--- config.mk ---
export PLATFORM = sky130hd
export DESIGN_NAME = tile_pattern_writer
export DESIGN_NICKNAME = d
export VERILOG_FILES = /design/src/rtl/tile_pattern_writer.sv
export SDC_FILE = /design/constraint.sdc
export NUM_CORES = 1
export LEC_CHECK = 0
export BUFFER_PORTS_ARGS = -buffer_cell sky130_fd_sc_hd__clkbuf_2
export CAP_MARGIN = 20
export CORE_MARGIN = 2
export CORE_UTILIZATION = 48
export CTS_CLUSTER_SIZE = 24
export DETAILED_ROUTE_END_ITERATION = 8
export PLACE_DENSITY = 0.74
export SLEW_MARGIN = 5
export SYNTH_ARGS = -nofsm -noshare
export SYNTH_HDL_FRONTEND = slang
export SYNTH_SLANG_ARGS = --single-unit
export TNS_END_PERCENT = 50
--- constraint.sdc ---
create_clock -name Clock -period 2.1 [get_ports Clock]
set_input_delay 0.42 -clock Clock [delete_from_list [all_inputs] [get_ports Clock]]
set_output_delay 0.42 -clock Clock [all_outputs]
set_load 0.01 [all_outputs]
--- src/rtl/tile_pattern_writer.sv ---
// rtl/tile_pattern_writer.sv - raster frame filler emitting tiled color patterns to a video-RAM sink
//
// Purpose: on iStart, walks every pixel of an H_PIXELS x V_PIXELS frame in raster order,
// presenting one write beat per pixel with a color chosen from a latched two-color pattern.
// Beats advance only when the sink accepts (oWriteEnable & iWriteReady).
//
// Ports:
//   Clock, Reset            single clock, synchronous active-high reset
//   iStart, iAbort          start a fill (IDLE only) / terminate a fill (RUN only)
//   iMode, iColorA, iColorB pattern select and colors, latched at start
//   iWriteReady             sink accepts the current beat
//   oWriteEnable            beat valid
//   oCol, oRow, oColor      coordinate and color of the beat
//   oBusy, oDone            fill in progress / one-cycle completion pulse
module tile_pattern_writer #(
    parameter int H_PIXELS  = 256,
    parameter int V_PIXELS  = 256,
    parameter int COL_W     = 8,
    parameter int ROW_W     = 8,
    parameter int TILE_LOG2 = 6,
    parameter int COLOR_W   = 3
) (
    input  logic               Clock,
    input  logic               Reset,
    input  logic               iStart,
    input  logic               iAbort,
    input  logic [1:0]         iMode,
    input  logic [COLOR_W-1:0] iColorA,
    input  logic [COLOR_W-1:0] iColorB,
    input  logic               iWriteReady,
    output logic               oWriteEnable,
    output logic [COL_W-1:0]   oCol,
    output logic [ROW_W-1:0]   oRow,
    output logic [COLOR_W-1:0] oColor,
    output logic               oBusy,
    output logic               oDone
);

    typedef enum logic [1:0] {
        S_IDLE = 2'd0,
        S_RUN  = 2'd1,
        S_DONE = 2'd2
    } state_t;

    localparam logic [COL_W-1:0] COL_LAST = COL_W'(H_PIXELS - 1);
    localparam logic [ROW_W-1:0] ROW_LAST = ROW_W'(V_PIXELS - 1);

    state_t             state_q, state_d;
    logic [COL_W-1:0]   col_q, col_d;
    logic [ROW_W-1:0]   row_q, row_d;
    logic [COLOR_W-1:0] color_q, color_d;
    logic               we_q, we_d;
    logic               busy_q, busy_d;
    logic               done_q, done_d;
    logic [1:0]         mode_q, mode_d;
    logic [COLOR_W-1:0] color_a_q, color_a_d;
    logic [COLOR_W-1:0] color_b_q, color_b_d;

    logic               last_col;
    logic               last_row;
    logic [COL_W-1:0]   col_inc;
    logic [ROW_W-1:0]   row_inc;

    // Color for a coordinate; the color register is always loaded together with the
    // coordinate it belongs to, so oColor never lags oCol/oRow.
    function automatic logic [COLOR_W-1:0] pick_color(
        input logic [1:0]         mode,
        input logic [COLOR_W-1:0] ca,
        input logic [COLOR_W-1:0] cb,
        input logic [COL_W-1:0]   col,
        input logic [ROW_W-1:0]   row
    );
        logic tx;
        logic ty;
        logic use_b;
        tx = col[TILE_LOG2];
        ty = row[TILE_LOG2];
        case (mode)
            2'd0:    use_b = 1'b0;
            2'd1:    use_b = tx ^ ty;
            2'd2:    use_b = tx;
            default: use_b = ty;
        endcase
        return use_b ? cb : ca;
    endfunction

    // Next raster position; wraps explicitly so non-power-of-two sizes never overrun.
    always_comb begin
        last_col = (col_q == COL_LAST);
        last_row = (row_q == ROW_LAST);
        col_inc  = last_col ? '0 : col_q + 1'b1;
        row_inc  = last_col ? row_q + 1'b1 : row_q;
    end

    always_comb begin
        state_d   = state_q;
        col_d     = col_q;
        row_d     = row_q;
        color_d   = color_q;
        we_d      = we_q;
        busy_d    = busy_q;
        done_d    = 1'b0;
        mode_d    = mode_q;
        color_a_d = color_a_q;
        color_b_d = color_b_q;
        case (state_q)
            S_IDLE: begin
                if (iStart) begin
                    state_d   = S_RUN;
                    mode_d    = iMode;
                    color_a_d = iColorA;
                    color_b_d = iColorB;
                    col_d     = '0;
                    row_d     = '0;
                    color_d   = pick_color(iMode, iColorA, iColorB, '0, '0);
                    we_d      = 1'b1;
                    busy_d    = 1'b1;
                end
            end
            S_RUN: begin
                // Abort wins over completion; a beat accepted this cycle is already written.
                if (iAbort) begin
                    state_d = S_IDLE;
                    we_d    = 1'b0;
                    busy_d  = 1'b0;
                end else if (we_q && iWriteReady) begin
                    if (last_col && last_row) begin
                        state_d = S_DONE;
                        we_d    = 1'b0;
                        busy_d  = 1'b0;
                        done_d  = 1'b1;
                    end else begin
                        col_d   = col_inc;
                        row_d   = row_inc;
                        color_d = pick_color(mode_q, color_a_q, color_b_q, col_inc, row_inc);
                    end
                end
            end
            S_DONE: begin
                state_d = S_IDLE;
            end
            default: begin
                state_d = S_IDLE;
                we_d    = 1'b0;
                busy_d  = 1'b0;
            end
        endcase
    end

    always_ff @(posedge Clock) begin
        if (Reset) begin
            state_q   <= S_IDLE;
            col_q     <= '0;
            row_q     <= '0;
            color_q   <= '0;
            we_q      <= 1'b0;
            busy_q    <= 1'b0;
            done_q    <= 1'b0;
            mode_q    <= '0;
            color_a_q <= '0;
            color_b_q <= '0;
        end else begin
            state_q   <= state_d;
            col_q     <= col_d;
            row_q     <= row_d;
            color_q   <= color_d;
            we_q      <= we_d;
            busy_q    <= busy_d;
            done_q    <= done_d;
            mode_q    <= mode_d;
            color_a_q <= color_a_d;
            color_b_q <= color_b_d;
        end
    end

    assign oWriteEnable = we_q;
    assign oCol         = col_q;
    assign oRow         = row_q;
    assign oColor       = color_q;
    assign oBusy        = busy_q;
    assign oDone        = done_q;

endmodule

==> metrics.md <==
| Metric | Value |
|---|---|
| Hold path startpoint | iMode[0] |
| Port Buffers | 34 |
| CP max-delay cell | or3_1 |
| Mapped cell area | 1600 µm² |
| GP Congestion | 0.882 |
| First-pass GRT wire length | 6710 µm |
| Detailed Routing Iterations Pass 1 | 4 |
| Clock slew at reported path FFs | 110 ps |
| Final #Nets | 267 |
| Prevailing post-synth register cell | dfxtp_1 |
| Max VDD drop | 0.345 mV |
| CTS Buf Count | 5 |
| Layout fillers | 290 |
| R2r startpoint | oCol[0] |
| Status | finished clean |
| Drt initial violations | 100 |
| Area Overhead vs Synth | 30.5% |
| Critical path class | flip-flop to flip-flop |
| Place WS | 35.9 ps |
| RSZ-0062 raised after global routing | yes |
| Power density over cell area | 565 nW/µm² |
| Vias | 1678 |
| Final min period | 2070 ps |
| Worst Hold Class | primary input to flip-flop |
| Seq/Total Area, Yosys | 38.7% |
| # DRC | 0 |
| Post-synth EDFFs | 0 |
| Routed vias/inst | 5.65 |
| Syn. warnings | 0 |
| Initial antenna violation count | 0 |
| I/O pin total | 35 |
| Core Rows | 20 |
| Worst EP required | 2320 ps |
| Worst path cell trace | ha_4, nand4_4, or3_1, a211o_1, mux2_4, a211oi_2, o31ai_1 |
| CTS Buffer Depth | 2 |
| Setup violators final | 0 |
| Post-synthesis cell count | 198 |
| Clk Tree Root Cell | clkbuf_4 |
| Type of origin of the critical path | flip-flop |
| Number of global-route vias before repair | 1476 |
| Final hold vios | 0 |
| Most frequent cells in the layout | nand2_1 (35), clkbuf_2 (34), a21oi_1 (25), dfxtp_1 (25), buf_4 (23) |
| Core Region | 3100 µm² |
| DP HPWL | 3020 µm |
| F_max | 483 MHz |
| Distinct cells, synth | 42 |
| # Max-Cap Violations | 0 |
| Setup ws final | 27.5 ps |
| Worst skew pair latency | 340 ps |
| Final Max Tran Viols | 0 |
| Global-route usage over all layers | 24.6% |
| ANT nets after route | 0 |
| Net Count, Synth | 213 |
| Period utilization | 98.7% |
| #FFs+latches synth | 31 |
| Critical path origin | oCol[0] |
| Critical path data arrival time | 2300 ps |
| FFs w/ async S/R, synth | 0% |
| CP max FO | 5 |
| Actual slew at the worst max-slew pin | 511 ps |
| Wire per inst | 14.4 µm |
| Largest net degree at the start of global routing | 25 |
| Die H | 61.8 µm |
| # H-tree levels | 2 |
| ANT cells | 0 |
| Clock sink total | 31 |
| Clock skew | 12.8 ps |
| Most common cell after layout, fill and taps aside | nand2_1 |
| Syn Area/Cell | 8.09 µm² |
| Critical path's largest stage delay | 380 ps |
| Pleak | 0.833 nW |
| Endpoint class of the critical path | flip-flop |
| Initial core utilization | 51.6% |
| Relative slew margins | 65.9% |
| Die extent in x | 61.8 µm |
| Die area | 3810 µm² |
| Layout cell share with drive strength beyond 1 | 35.2% |
| Post-route setup TNS | 0 ps |
| TritonCTS clock tree | yes |
| DRT Wirelength | 4260 µm |
| Overflow after GRT | 0 |
[worst max-delay path, delay by kind of cell (launching register included)]
kind	cells	cell delay, ps
compound gates	3	620
flops	1	370
fa+ha+maj	1	160
simple gates	2	490
mux	1	310
[area by class of cell]
type / instances / area (µm²) / share of cell area, %
Clock buffer: 8 / 68.8 / 3.29
Inverter: 3 / 11.3 / 0.539
Multi-Input combinational cell: 154 / 985 / 47.1
Sequential cell: 31 / 628 / 30.0
Tap cell: 44 / 55.1 / 2.63
Timing Repair Buffer: 57 / 343 / 16.4
[state kept, by name (all words and copies together), names as in the netlist]
register,cells
color_a_q,3
oCol,8
oColor,3
oBusy,1
mode_q,2
oRow,8
color_b_q,3
oDone,1
state_q,2
[timing repair]
action                                  in CTS  in global routing
buffers inserted                             0                  1
gates resized for setup                      0                 13
endpoints found under the setup margin       0                 11
hold buffers                                 0                  0
[power breakdown]
group          total, mW  leakage [nW]  switching, mW  internal, mW
Sequential         0.622         0.255         0.0141         0.608
Combinational      0.154         0.540         0.0931        0.0606
Clock              0.405        0.0386          0.208         0.197
Total               1.18         0.833          0.316         0.865
[final timing paths]
check	end	slack, ps	cells past startpoint
hold reg to reg	color_a_q[0]	460	2
hold / removal	mode_q[0]	300	3
setup / recovery	oColor[1]	30	7
setup reg to reg	oColor[1]	30	7
[synth_stat cells (2+ instances only)]
cell type,instances,share of area (%)
nor3_1,3,0.94
nor4_1,3,1.2
nand3_1,8,2.5
o21ai_0,15,4.7
nor2b_1,3,1.2
and2_1,4,1.6
buf_2,2,0.63
ha_1,2,1.6
or3_1,2,0.78
mux2i_1,2,1.3
a311oi_1,2,1.1
buf_4,2,0.94
clkbuf_1,6,1.4
nor2_1,11,2.6
a21oi_1,26,8.1
nand2_1,35,8.2
o211ai_1,2,0.94
nand2b_1,4,1.6
inv_1,3,0.70
a211oi_1,6,2.8
dfxtp_1,31,39
a41oi_1,2,1.1
or2_2,2,0.78
nor3b_1,2,0.94
o31ai_1,3,1.4
[per-stage QoR]
| step | cells | cell area, µm² | total power [mW] | util, % | hold slack, ps |
|---|---|---|---|---|---|
| finish | 297 | 2090 | 1.18 | 67.4 | 298 |
| floorplan | 198 | 1620 | 0.720 | - | 437 |
| CTS | 296 | 2030 | 1.18 | 65.5 | 286 |
| detailed placement | 288 | 1960 | 0.782 | 63.3 | 451 |
| global placement | 288 | 1960 | 0.778 | 63.3 | 438 |
| global route | 297 | 2090 | 1.24 | 67.4 | 286 |
[routing by layer]
metal  vias up  GRT usage, %  share of wire [%]
li1        833             -                  -
met1       759          32.6                 43
met5         -             0                  0
met2        72          36.5                 46
met4         0          14.0                3.4
met3        14          6.00                7.7
[logic make-up after synthesis]
group                      count (synthesis)  share of synthesized area [%]
AOI/OAI and AO/OA                         65                           26.0
xor gates and xnor gates                   1                           1.02
adders and majority gates                  2                           1.56
buffers and inverters                     13                           3.67
DFF                                       31                           38.8
muxes                                      3                           2.19
and+or+nand+nor                           83                           26.8
No activity file was read; power rests on OpenSTA's default activity.
